==> config.mk <==
export PLATFORM = sky130hd
export DESIGN_NAME = exu_mdu
export DESIGN_NICKNAME = d
export VERILOG_FILES = /design/src/rtl/exu_mdu_pkg.sv /design/src/rtl/mdu_div_core.sv /design/src/rtl/exu_mdu.sv
export SDC_FILE = /design/constraint.sdc
export NUM_CORES = 1
export LEC_CHECK = 0
export BUFFER_PORTS_ARGS = -buffer_cell sky130_fd_sc_hd__buf_2
export CELL_PAD_IN_SITES_DETAIL_PLACEMENT = 1
export CELL_PAD_IN_SITES_GLOBAL_PLACEMENT = 1
export CORE_AREA = 2 2 216 218
export DETAILED_ROUTE_END_ITERATION = 10
export DIE_AREA = 0 0 218 220
export GPL_TIMING_DRIVEN = 0
export PLACE_DENSITY_LB_ADDON = 0.1
export SYNTH_ARGS = -nofsm -noshare
export SYNTH_HDL_FRONTEND = slang
export SYNTH_HIERARCHICAL = 1
export SYNTH_SLANG_ARGS = --single-unit
==> constraint.sdc <==
create_clock -name clk -period 3.98 [get_ports clk]
set_input_delay 0.597 -clock clk [delete_from_list [all_inputs] [get_ports clk]]
set_output_delay 0.597 -clock clk [all_outputs]
set_load 0.02 [all_outputs]
==> src/rtl/exu_mdu_pkg.sv <==
// rtl/exu_mdu_pkg.sv - shared constants and types for the RV32M multiply/divide unit
//
// Contents:
//   F3_MUL..F3_REMU  funct3 codes of the M extension
//   FUNCT7_M         funct7 value selecting the M extension in OP instructions
//   mdu_state_e      FSM states MDU_IDLE / MDU_CALC / MDU_DONE
package exu_mdu_pkg;

    localparam logic [2:0] F3_MUL    = 3'b000;
    localparam logic [2:0] F3_MULH   = 3'b001;
    localparam logic [2:0] F3_MULHSU = 3'b010;
    localparam logic [2:0] F3_MULHU  = 3'b011;
    localparam logic [2:0] F3_DIV    = 3'b100;
    localparam logic [2:0] F3_DIVU   = 3'b101;
    localparam logic [2:0] F3_REM    = 3'b110;
    localparam logic [2:0] F3_REMU   = 3'b111;

    localparam logic [6:0] FUNCT7_M  = 7'b000_0001;

    typedef enum logic [1:0] {
        MDU_IDLE = 2'd0,
        MDU_CALC = 2'd1,
        MDU_DONE = 2'd2
    } mdu_state_e;

endpackage

==> src/rtl/mdu_div_core.sv <==
// rtl/mdu_div_core.sv - restoring divider datapath, one quotient bit per step
//
// Ports:
//   clk, rst_n      clock, asynchronous active-low reset
//   load_i          load dividend/divisor magnitudes, clear partial remainder
//   step_i          perform one restoring-subtract step
//   dividend_i      unsigned dividend (magnitude)
//   divisor_i       unsigned divisor (magnitude, non-zero when stepping)
//   quotient_o      quotient register (final after XLEN steps)
//   remainder_o     partial remainder register (final after XLEN steps)
module mdu_div_core #(
    parameter int XLEN = 32
) (
    input  logic            clk,
    input  logic            rst_n,
    input  logic            load_i,
    input  logic            step_i,
    input  logic [XLEN-1:0] dividend_i,
    input  logic [XLEN-1:0] divisor_i,
    output logic [XLEN-1:0] quotient_o,
    output logic [XLEN-1:0] remainder_o
);

    logic [XLEN-1:0] quo_q, quo_d;
    logic [XLEN-1:0] rem_q, rem_d;
    logic [XLEN-1:0] dvs_q, dvs_d;
    logic [XLEN:0]   shifted;
    logic            fits;
    logic [XLEN-1:0] diff;

    // The quotient register doubles as the dividend shift register: its MSB
    // feeds the remainder while quotient bits enter at the LSB.
    always_comb begin
        quo_d   = quo_q;
        rem_d   = rem_q;
        dvs_d   = dvs_q;
        shifted = {rem_q, quo_q[XLEN-1]};
        fits    = (shifted >= {1'b0, dvs_q});
        // When fits is set the true difference is below the divisor, so the
        // low XLEN bits of the truncated subtraction are exact.
        diff    = shifted[XLEN-1:0] - dvs_q;
        if (load_i) begin
            quo_d = dividend_i;
            rem_d = '0;
            dvs_d = divisor_i;
        end else if (step_i) begin
            rem_d = fits ? diff : shifted[XLEN-1:0];
            quo_d = {quo_q[XLEN-2:0], fits};
        end
    end

    always_ff @(posedge clk or negedge rst_n) begin
        if (!rst_n) begin
            quo_q <= '0;
            rem_q <= '0;
            dvs_q <= '0;
        end else begin
            quo_q <= quo_d;
            rem_q <= rem_d;
            dvs_q <= dvs_d;
        end
    end

    assign quotient_o  = quo_q;
    assign remainder_o = rem_q;

endmodule

==> src/rtl/exu_mdu.sv <==
// rtl/exu_mdu.sv - iterative RV32M multiply/divide unit beside the execute stage
//
// Ports:
//   clk, rst_n   clock, asynchronous active-low reset
//   start_i      op request, taken only while busy_o is low
//   kill_i       abort the op in flight (pipeline flush); wins over start_i
//   funct3_i     M-extension operation code
//   op1_i/op2_i  rs1/rs2 values
//   rd_i         destination register carried with the op
//   busy_o       op in progress (CALC or DONE)
//   valid_o      one-cycle result strobe for the regfile write
//   result_o     result; holds the previous result outside valid_o
//   rd_o         destination register of result_o
//
// Build option: define MDU_FAST_MUL_EN to compute all multiplies with a
// single-cycle array multiplier (IDLE -> DONE); division stays iterative.
module exu_mdu #(
    parameter int XLEN = 32
) (
    input  logic            clk,
    input  logic            rst_n,
    input  logic            start_i,
    input  logic            kill_i,
    input  logic [2:0]      funct3_i,
    input  logic [XLEN-1:0] op1_i,
    input  logic [XLEN-1:0] op2_i,
    input  logic [4:0]      rd_i,
    output logic            busy_o,
    output logic            valid_o,
    output logic [XLEN-1:0] result_o,
    output logic [4:0]      rd_o
);

    import exu_mdu_pkg::*;

    localparam int CNT_W = $clog2(XLEN) + 1;
    localparam logic [XLEN-1:0] MIN_INT = {1'b1, {(XLEN-1){1'b0}}};

    mdu_state_e state_q, state_d;

    logic [CNT_W-1:0]  cnt_q, cnt_d;
    logic [2:0]        f3_q, f3_d;
    logic [4:0]        rd_q, rd_d;
    logic              neg_q, neg_d;
    logic              eo_q, eo_d;
    logic [XLEN-1:0]   a_q, a_d;
    logic [2*XLEN-1:0] p_q, p_d;
    logic [XLEN-1:0]   result_q;
    logic [4:0]        rd_out_q;

    logic              op1_signed, op2_signed, s1, s2;
    logic [XLEN-1:0]   mag1, mag2;
    logic              div_zero, div_ovf, early;
    logic [XLEN-1:0]   eo_val;
    logic              neg_in;
    logic [XLEN:0]     mul_sum;
    logic [2*XLEN-1:0] prod_fix;
    logic [XLEN-1:0]   quotient, remainder;
    logic [XLEN-1:0]   res_final;
    logic              div_load, div_step;

    // Operand decode: signed operands are converted to magnitudes; the sign
    // of the final result is remembered in neg_q and applied in DONE.
    always_comb begin
        op1_signed = (funct3_i == F3_MULH) || (funct3_i == F3_MULHSU) ||
                     (funct3_i == F3_DIV)  || (funct3_i == F3_REM);
        op2_signed = (funct3_i == F3_MULH) || (funct3_i == F3_DIV) ||
                     (funct3_i == F3_REM);
        s1       = op1_signed & op1_i[XLEN-1];
        s2       = op2_signed & op2_i[XLEN-1];
        mag1     = s1 ? -op1_i : op1_i;
        mag2     = s2 ? -op2_i : op2_i;
        div_zero = funct3_i[2] && (op2_i == '0);
        div_ovf  = funct3_i[2] && !funct3_i[0] && (op1_i == MIN_INT) && (op2_i == '1);
        early    = div_zero || div_ovf;
        // funct3[1] separates REM/REMU from DIV/DIVU
        if (div_zero) begin
            eo_val = funct3_i[1] ? op1_i : '1;
        end else begin
            eo_val = funct3_i[1] ? '0 : MIN_INT;
        end
        // remainder follows the dividend, everything else the operand xor
        neg_in = (funct3_i[2] && funct3_i[1]) ? s1 : (s1 ^ s2);
    end

    // Shift-add multiplier: p_q starts as {0, multiplier}; each step adds
    // the multiplicand to the upper half when the LSB is set, then shifts.
    assign mul_sum = {1'b0, p_q[2*XLEN-1:XLEN]} + (p_q[0] ? {1'b0, a_q} : {(XLEN+1){1'b0}});

    always_comb begin
        prod_fix = neg_q ? -p_q : p_q;
        if (eo_q) begin
            res_final = p_q[XLEN-1:0];
        end else if (!f3_q[2]) begin
            res_final = (f3_q == F3_MUL) ? prod_fix[XLEN-1:0] : prod_fix[2*XLEN-1:XLEN];
        end else if (f3_q[1]) begin
            res_final = neg_q ? -remainder : remainder;
        end else begin
            res_final = neg_q ? -quotient : quotient;
        end
    end

    always_comb begin
        state_d  = state_q;
        cnt_d    = cnt_q;
        f3_d     = f3_q;
        rd_d     = rd_q;
        neg_d    = neg_q;
        eo_d     = eo_q;
        a_d      = a_q;
        p_d      = p_q;
        div_load = 1'b0;
        div_step = 1'b0;
        busy_o   = (state_q != MDU_IDLE);
        // a kill arriving during DONE still suppresses the write-back
        valid_o  = (state_q == MDU_DONE) && !kill_i;
        unique case (state_q)
            MDU_IDLE: begin
                if (start_i && !kill_i) begin
                    f3_d  = funct3_i;
                    rd_d  = rd_i;
                    neg_d = neg_in;
                    a_d   = mag1;
                    cnt_d = '0;
                    if (early) begin
                        eo_d    = 1'b1;
                        p_d     = {{XLEN{1'b0}}, eo_val};
                        state_d = MDU_DONE;
                    end
`ifdef MDU_FAST_MUL_EN
                    else if (!funct3_i[2]) begin
                        eo_d    = 1'b0;
                        p_d     = {{XLEN{1'b0}}, mag1} * {{XLEN{1'b0}}, mag2};
                        state_d = MDU_DONE;
                    end
`endif
                    else begin
                        eo_d     = 1'b0;
                        p_d      = {{XLEN{1'b0}}, mag2};
                        div_load = funct3_i[2];
                        state_d  = MDU_CALC;
                    end
                end
            end
            MDU_CALC: begin
                cnt_d = cnt_q + CNT_W'(1);
                if (f3_q[2]) begin
                    div_step = 1'b1;
                end else begin
                    p_d = {mul_sum, p_q[XLEN-1:1]};
                end
                if (cnt_q == CNT_W'(XLEN - 1)) begin
                    state_d = MDU_DONE;
                end
            end
            MDU_DONE: begin
                state_d = MDU_IDLE;
            end
            default: begin
                state_d = MDU_IDLE;
            end
        endcase
        if (kill_i) begin
            state_d  = MDU_IDLE;
            div_load = 1'b0;
            div_step = 1'b0;
        end
    end

    always_ff @(posedge clk or negedge rst_n) begin
        if (!rst_n) begin
            state_q <= MDU_IDLE;
        end else begin
            state_q <= state_d;
        end
    end

    always_ff @(posedge clk or negedge rst_n) begin
        if (!rst_n) begin
            cnt_q    <= '0;
            f3_q     <= '0;
            rd_q     <= '0;
            neg_q    <= 1'b0;
            eo_q     <= 1'b0;
            a_q      <= '0;
            p_q      <= '0;
            result_q <= '0;
            rd_out_q <= '0;
        end else begin
            cnt_q <= cnt_d;
            f3_q  <= f3_d;
            rd_q  <= rd_d;
            neg_q <= neg_d;
            eo_q  <= eo_d;
            a_q   <= a_d;
            p_q   <= p_d;
            if (valid_o) begin
                result_q <= res_final;
                rd_out_q <= rd_q;
            end
        end
    end

    // The result is visible during the DONE cycle and then held in result_q.
    assign result_o = valid_o ? res_final : result_q;
    assign rd_o     = valid_o ? rd_q : rd_out_q;

    mdu_div_core #(
        .XLEN (XLEN)
    ) u_div_core (
        .clk         (clk),
        .rst_n       (rst_n),
        .load_i      (div_load),
        .step_i      (div_step),
        .dividend_i  (mag1),
        .divisor_i   (mag2),
        .quotient_o  (quotient),
        .remainder_o (remainder)
    );

endmodule
**After elaboration in Yosys (flattened, before gate mapping)**

Index checks and enable logic that the tools add are counted.

- Add/subtract/negate cells: 8
- Multipliers: 0
- Divide/modulo/power cells: 0
- $lt $le $gt $ge: 1
- Equality and inequality tests: 13
- Shift-type cells: 0
- Muxes and demuxes: 40
- Bitwise gates (word level): 3
- Reduce and logical (&&, ||, !) cells: 25

Operators with widths:

| kind | number |
|---|---|
| $mux 32 | 19 |
| $mux 64 | 3 |
| $neg 32->32 | 4 |
| $pmux 64 s2 | 1 |
| $eq 32x32->1 const B | 2 |
| $neg 64->64 | 1 |
| $add 32x32->33 | 1 |
| $ge 33x32->1 | 1 |
| $logic_not 32->1 | 1 |
| $sub 32x32->32 | 1 |
| $pmux 6 s2 | 1 |
| $mux 1 | 9 |
| $mux 2 | 4 |
| $logic_and 1x1->1 | 7 |
| $add 6x1->6 const B | 1 |
| $eq 3x3->1 const B | 2 |
| $eq 6x5->1 const B | 1 |
| $logic_or 1x1->1 | 6 |
| $mux 6 | 1 |
| $ne 3x3->1 const B | 2 |
| $reduce_and 2->1 | 3 |
| $reduce_bool 2->1 | 3 |
| $mux 5 | 1 |
| $ne 2x2->1 const B | 2 |
| other kinds (11) | 13 |

- Register bits after elaboration: 247
- Bits in latches: 0
- Memory bits (writable): 0
- ROM bits: 0
- Input port bits: 76
- Output and inout port bits: 39
- Memories kept: 0

**Longest topological paths before layout**

Gate-level depths: netlist of the first run.

- Word-level depth: 10
- Mapped depth: 15

**Cells and area by module**

The synthesis of the first run kept the hierarchy.

By module, submodules not included:

| module | instances | cells an instance | area an instance (sq um) | sequential area each (sq um) |
|---|---|---|---|---|
| exu_mdu | 1 | 1760 | 13366.6 | 3778.6 |
| mdu_div_core | 1 | 699 | 6127.1 | 2402.3 |

**Worst setup path after synthesis of the first run**

No wires, ideal clock.

- Path type: flip-flop to output port
- From: register p_q[39]
- To: output result_o[31]
- Data arrival time: 3.588 ns
- Slack: -0.205 ns
- Stages on the path, launching flop included: 12
- Cell sequence: dfrtp_1 -> or4_4 -> or3_4 -> or4_4 -> buf_6 -> or4_1 -> buf_2 -> or4_1 -> mux2i_1 -> o21ai_1 -> nand2_1 -> a31oi_1

- Longest elaborated chain between the ends: 6

Ends and longest elaborated chain:

| element | RTL line | source |
|---|---|---|
| from (decl) | exu_mdu.sv:47 | `logic [2*XLEN-1:0] p_q, p_d;` |
| from (signal assigned) | exu_mdu.sv:196 | `p_q <= p_d;` |
| $neg 64->64 | exu_mdu.sv:91 | `prod_fix = neg_q ? -p_q : p_q;` |
| $mux 64 | exu_mdu.sv:91 |  |
| $mux 32 | exu_mdu.sv:95 | `res_final = (f3_q == F3_MUL) ? prod_fix[XLEN-1:0] : prod_fix[2*XLEN-1:XLEN];` |
| $mux 32 | exu_mdu.sv:94 | `end else if (!f3_q[2]) begin` |
| $mux 32 | exu_mdu.sv:92 | `if (eo_q) begin` |
| $mux 32 | n/a |  |
| to (decl) | exu_mdu.sv:30 | `output logic [XLEN-1:0] result_o,` |

Every way passes these cells.

**Worst setup path in the final report of the first run**

- From: register p_q[38]
- To: output result_o[28]

Same word-level chain as after synthesis.

==> results_dict.tcl, run 1 <==
set metrics [dict create \
    status "finished with violations" \
    failed_checks "negative setup slack" \
    numPortBuffers 114 \
    yosys.area_share.simple 0.220 \
    hold_viol_final 0 \
    final_nets 2825 \
    yosys.area.top_type_share 0.317 \
    synth_edf_count 0 \
    start_util 0.425 \
    synth_seq_cells 247 \
    vias 21280 \
    synth-async-reset-ratio 1.00 \
    htree_levels 1 \
    synthTopCellsByCount "nand2_1 (372), dfrtp_1 (247), o21ai_0 (246), nor2_1 (208)" \
    rsz0062_at_grt "yes" \
    drt_iter0_markers 2464 \
    setup-violations-final 32 \
    yosys.area_share.adder 0.0476 \
    core_area_sq_um 45900 \
    routed_via_density 6.43 \
    grt_use_met2 0.579 \
    worstMarginPinSlew_ps 992 \
    cts_sinks 247 \
    cp.arrival_ps 4220 \
    die_w_microns 218 \
    fin_worst_skew_ps 36.8 \
    tritoncts "yes" \
    synth-xor-area-share 0.0894 \
    synth_top_family_by_area "compound AO/OA/AOI/OAI gates" \
    slowest_delay_ps 570 \
    grt_busiest_layer "met2" \
    gr-total-overflow 0 \
    min_path_type "in -> reg" \
    startpoint_type "flip-flop" \
    fin_cells 3308 \
    power-per-cell-area_nw_per_um2 840 \
    post_synth_num_cell_types 85 \
    max_freq_ghz 0.208 \
    power.total_uw 19800 \
    crit_fanout 5 \
    num-fill-cells 5589 \
    yosysMostFrequentCell "nand2_1" \
    clockRootBuffer "clkbuf_16" \
    synth.avg_cell_area_sq_um 7.93 \
    fp.dieH_microns 220 \
    cts_buffer_depth 3 \
    worst-setup-path-type "reg -> out" \
    peakVddDrop_mv 0.511 \
    pin_count 115 \
    drtPass1Iterations 5 \
    gp_congestion 1.05 \
    track_usage 0.383 \
    num_rows 79 \
    post-route-min-period_ps 4810 \
    p_leak_uw 0.00988 \
    wl_per_cell_microns 28.3 \
    wl_microns 93700 \
    ys_seq_area_frac 0.317 \
    cap_violations 0 \
    antenna_found_initial 2 \
    synth_compound_area_frac 0.231 \
    use_met1 0.542 \
    end_kind "output port" \
    synth-main-ff-cell "dfrtp_1" \
    numCtsBuffers 30 \
    path_clk_slew_ps 60 \
    slowest_stage "or4_4" \
    muxShareOfSynthArea 0.0454 \
    worstPathCellList "or4_4 > or3_4 > or4_4 > or4_4 > o41ai_4 > xor2_2 > a211oi_2 > a31oi_1 > a21oi_2 > buf_4" \
    slew_headroom 0.339 \
    grt_max_degree 98 \
    cp.required_ps 3380 \
    use_met3 0.0600 \
    synth_area_leaders "dfrtp_1 (32%), nand2_1 (7.2%), o21ai_0 (6.3%)" \
    drive_gt1_frac 0.174 \
    yosysTopAreaCell "dfrtp_1" \
    layout_setup_ws_ps -832 \
    drv_slew 0 \
    drcViolationCount 0 \
    grt_pass1_vias 21012 \
    cp_common_cell "or4_4" \
    hold_ws_ps 196 \
    grt_pass1_wl_microns 136000 \
    period_share 1.21 \
    ys_warn_count 6 \
    place_inst 3182 \
    synthesis.area_sq_um 19500 \
    synthCells 2459 \
    worstSkewPairLatency_ps 620 \
    hpwl_microns 71500 \
    synth_fp_nets 2608 \
    area_growth_pct 20.6 \
    die_area_sq_um 48000 \
    antenna_left 0 \
]
-- final cells by class --
cell class                      count  area [sq um]  share of cell area
Timing Repair Buffer              197          1420              0.0602
Clock buffer                       39           815              0.0346
Tap cell                          607           759              0.0323
Buffer                            146           684              0.0291
Clock inverter                     17           130             0.00553
Multi-Input combinational cell   1977         13200               0.562
Antenna cell                        1          2.50            0.000106
Inverter                           77           289              0.0123
Sequential cell                   247          6210               0.264
-- path summary, 6_finish.rpt --
kind                              start              endpoint  slack (ps)  cells after the start
worst min-delay path            rd_i[4]               rd_q[4]         200                      3
worst max-delay path            p_q[38]          result_o[28]        -830                     10
worst max register to register  p_q[38]          result_q[30]        -440                     21
min in group asynchronous         rst_n  u_div_core/dvs_q[28]         490                      2
worst min register to register   a_q[2]                a_q[2]         470                      2
max in group asynchronous         rst_n               p_q[39]        2100                      4
-- kinds of logic after synthesis --
family | count (synthesis)
flip-flops | 247
AO/OA/AOI/OAI | 710
adder cells (fa/ha/maj) | 73
AND/OR/NAND/NOR | 915
XOR/XNOR | 199
buffers and inverters | 235
multiplexers | 80
-- metal layers --
layer | vias up | wire length [microns]
met1 | 10728 | 40500
li1 | 9270 | -
met2 | 1064 | 40100
met4 | 0 | 4830
met3 | 218 | 8220
met5 | - | 0
-- per-stage QoR --
step                      utilization  TNS, ps  area (sq um)  setup slack (ps)
after detailed placement        0.456   -79560         20900             -1200
after global routing            0.513   -16140         23500              -920
after global placement          0.454  -653800         20800             -2420
final                           0.513   -14260         23500              -832
after CTS                       0.502   -12200         23000              -889
after floorplan                     -     -144         19500             -72.6
-- power breakdown --
part | switching (uW) | internal [uW]
Clock | 1240 | 1450
Sequential | 1900 | 3530
Combinational | 7080 | 4560
-- worst max-delay path, delay by kind of cell, from the launching register on --
family	cells	cell delay [ps]
and+or+nand+nor	4	1910
AOI/OAI and AO/OA	4	930
buffers and inverters	1	160
xor gates and xnor gates	1	140
DFF	1	470
-- sequential cells by signal, summed over array words and instances, names as in the netlist --
signal / flops
cnt_q: 6
f3_q: 3
eo_q: 1
state_q: 2
u_div_core/dvs_q: 32
u_div_core/quotient_o: 32
rd_q: 5
u_div_core/remainder_o: 32
result_q: 32
rd_out_q: 5
neg_q: 1
p_q: 64
a_q: 32
-- cell usage in the layout (no fill, tap or decap), types with 14 or more instances in the layout --
cell type and count:
buf_4 87, nor2_1 206, a21oi_1 115, a21o_1 34
nand4_1 29, dfrtp_2 22, nand2_1 365, o21ai_0 223
a211oi_1 25, nand2b_1 21, o22ai_1 14, o41ai_1 20
buf_2 94, clkbuf_2 17, nand3b_1 21, nor3_1 46
and2_1 39, nand3_1 40, dfrtp_1 225, xnor2_1 107
clkbuf_16 32, o31ai_1 49, and3_1 15, o211ai_1 22
clkbuf_1 103, xor2_1 83, inv_1 76, or4_4 16
ha_1 71, o21ai_1 22, mux2i_1 65, a31oi_1 14
or4_1 15, buf_6 30, o21a_1 16
-- repair_timing --
action,CTS,global route
resized for setup,208,76
endpoints found under the hold margin,54,0
setup buffers,52,29
pin swaps,60,58
hold buffers,1,0
endpoints found under the setup margin,141,68
(Power assumes the default switching activity.)
==> inputs of run 2 (changes only) <==
--- a/config.mk
+++ b/config.mk
@@ -13,6 +13,7 @@
 export DIE_AREA = 0 0 218 220
 export GPL_TIMING_DRIVEN = 0
 export PLACE_DENSITY_LB_ADDON = 0.1
+export SKIP_LAST_GASP = 1
 export SYNTH_ARGS = -nofsm -noshare
 export SYNTH_HDL_FRONTEND = slang
 export SYNTH_HIERARCHICAL = 1
==> run 2 against run 1 <==
Largest cell class unchanged. Final cell count increased by 0.12%. Die area stayed put. Setup slack better by 4.3 ps. Critical path depth unchanged. Via count shrank 0.24%. Non-clock buffer count rose by 4. Highest routed layer unchanged. Fmax about the same. Utilization barely moved. The flow still finishes with violations (negative setup slack).
==> results_dict.tcl, run 2 (synthesized netlist as in run 1, its figures left out) <==
set metrics [dict create \
    power-per-cell-area_nw_per_um2 838 \
    slew_headroom 0.360 \
    reg2reg_slack_ps -450 \
    final_nets 2829 \
    failed_checks "negative setup slack" \
    drt_iter0_markers 2294 \
    vias 21228 \
    clockRootBuffer "clkbuf_16" \
    end_kind "output port" \
    largest_reg_flops 64 \
    status "finished with violations" \
    area_growth_pct 20.7 \
    worstPathCellList "or4_4 > or3_4 > or4_4 > or4_4 > o41ai_4 > xor2_2 > a211oi_2 > a31oi_1 > a21oi_2 > buf_4" \
    cp_common_cell "or4_4" \
    tritoncts "yes" \
    layout_common_cells "nand2_1 (366), o21ai_0 (225), dfrtp_1 (225)" \
    track_usage 0.382 \
    period_share 1.21 \
    peakVddDrop_mv 0.517 \
    r2r-end "result_q[30]" \
    antenna_left 0 \
    max_freq_ghz 0.208 \
    gr-total-overflow 0 \
    p_sw_frac 0.517 \
    dpl_cell_area_sq_um 20900 \
    path_clk_slew_ps 60 \
    ff2ff_path_depth 21 \
    die_w_microns 218 \
    gp_congestion 1.05 \
    power_switching_uw 10200 \
    power.total_uw 19700 \
    r2r_start "p_q[38]" \
    max_flop_register "p_q" \
    cp.arrival_ps 4210 \
    cap_violations 0 \
    drive_gt1_frac 0.174 \
    wl_microns 94000 \
    pwr-share-seq 0.276 \
    worstSkewPairLatency_ps 620 \
    num_rows 79 \
    routed_via_density 6.41 \
    place_ws_ps -1200 \
    crit_fanout 5 \
    cts_sinks 247 \
    die_area_sq_um 48000 \
    post-route-min-period_ps 4810 \
    antenna_found_initial 2 \
    crit_family "simple AND/OR/NAND/NOR gates" \
    rsz0062_at_grt "yes" \
    worst-setup-path-type "reg -> out" \
    fin_worst_skew_ps 38.0 \
    crit_path_start "p_q[38]" \
    grt_pass1_vias 21000 \
    cts_buffer_depth 3 \
    hold_ws_ps 198 \
    slowest_delay_ps 570 \
    intPower_uw 9520 \
    hold_viol_final 0 \
    final_util 0.513 \
    setup-violations-final 32 \
    pin_count 115 \
    power_frac_clock 0.137 \
    fin_area_sq_um 23500 \
    power_frac_comb 0.587 \
    drcViolationCount 0 \
    grt_pass1_wl_microns 136000 \
    slowest_stage "or4_4" \
    crit_cells 10 \
    min_path_type "in -> reg" \
    cp.required_ps 3380 \
    worstMarginPinSlew_ps 960 \
    drv_slew 0 \
    final_common_cell "nand2_1" \
    p_leak_uw 0.00989 \
    hpwl_microns 71500 \
    wl_per_cell_microns 28.4 \
    htree_levels 1 \
    drtPass1Iterations 5 \
    core_area_sq_um 45900 \
    fp.dieH_microns 220 \
    start_util 0.425 \
    crit_path_end "result_o[28]" \
    startpoint_type "flip-flop" \
    layout_setup_ws_ps -828 \
    numCtsBuffers 30 \
    grt_max_degree 98 \
    numPortBuffers 114 \
    worst-path-buf-inv 1 \
]
==> run 2: area by class of cell <==
cell class,instances,area [sq um]
multi-input cells,1977,13200
repair buffers,202,1450
well taps,607,759
diodes,1,2.50
fillers,5597,22300
clock buffers,39,815
plain buffers,145,679
flip-flops and latches,247,6210
inverters,77,289
clock inverters,17,130
==> run 2: worst register-to-register path, stage by stage (launching register included) <==
cell      delay, ps
dfrtp_2         470
or4_4           570
or3_4           390
or4_4           430
buf_4           160
buf_8           130
nor3_4          130
nand2_2         120
o21ai_4         210
xnor2_2         130
o221ai_2        220
nand3_2         120
buf_4           150
buf_4           120
buf_4           120
buf_4           120
buf_4           120
buf_4           120
buf_4           120
buf_4           120
buf_4           120
buf_4           120
==> run 2: routing by layer <==
layer	global-route usage	vias to the layer above	part of all wire
met5	0	-	0
met4	0.169	0	0.051
met3	0.0634	214	0.090
met2	0.577	1041	0.43
met1	0.537	10705	0.43
li1	-	9268	-
==> run 2: metrics by stage <==
stage / setup TNS (ps) / cells
2_1_floorplan: -144 / 2459
3_3_place_gp: -653800 / 3180
3_5_place_dp: -79560 / 3182
5_1_grt: -16790 / 3311
6_report: -14810 / 3312
4_1_cts: -12520 / 3282
==> run 2: worst min-delay path by stage <==
stage | from | end | slack, ps | cells past startpoint
finish | rd_i[4] | rd_q[4] | 200 | 3
global route | rd_i[4] | rd_q[4] | 210 | 3
CTS | rd_i[4] | rd_q[4] | 190 | 3
detailed placement | a_q[2] | a_q[2] | 460 | 2
global placement | cnt_q[5] | cnt_q[5] | 450 | 1
floorplan | rst_n | a_q[0] | 300 | 0
==> run 2: power groups by stage <==
| stage | combinational, uW | sequential, uW | clock [uW] |
|---|---|---|---|
| global placement | 9580 | 5170 | 0 |
| finish | 11600 | 5450 | 2700 |
| floorplan | 7030 | 4350 | 0 |
| CTS | 10900 | 5250 | 2720 |
| global route | 12400 | 5490 | 2810 |
| detailed placement | 9900 | 5230 | 0 |
==> run 2: what timing repair did <==
item	4_1_cts	5_1_grt
buffers inserted	52	33
endpoints found under the hold margin	54	0
pin swaps	59	62
resized for setup	203	71
endpoints found under the setup margin	141	70
hold buffers	1	0
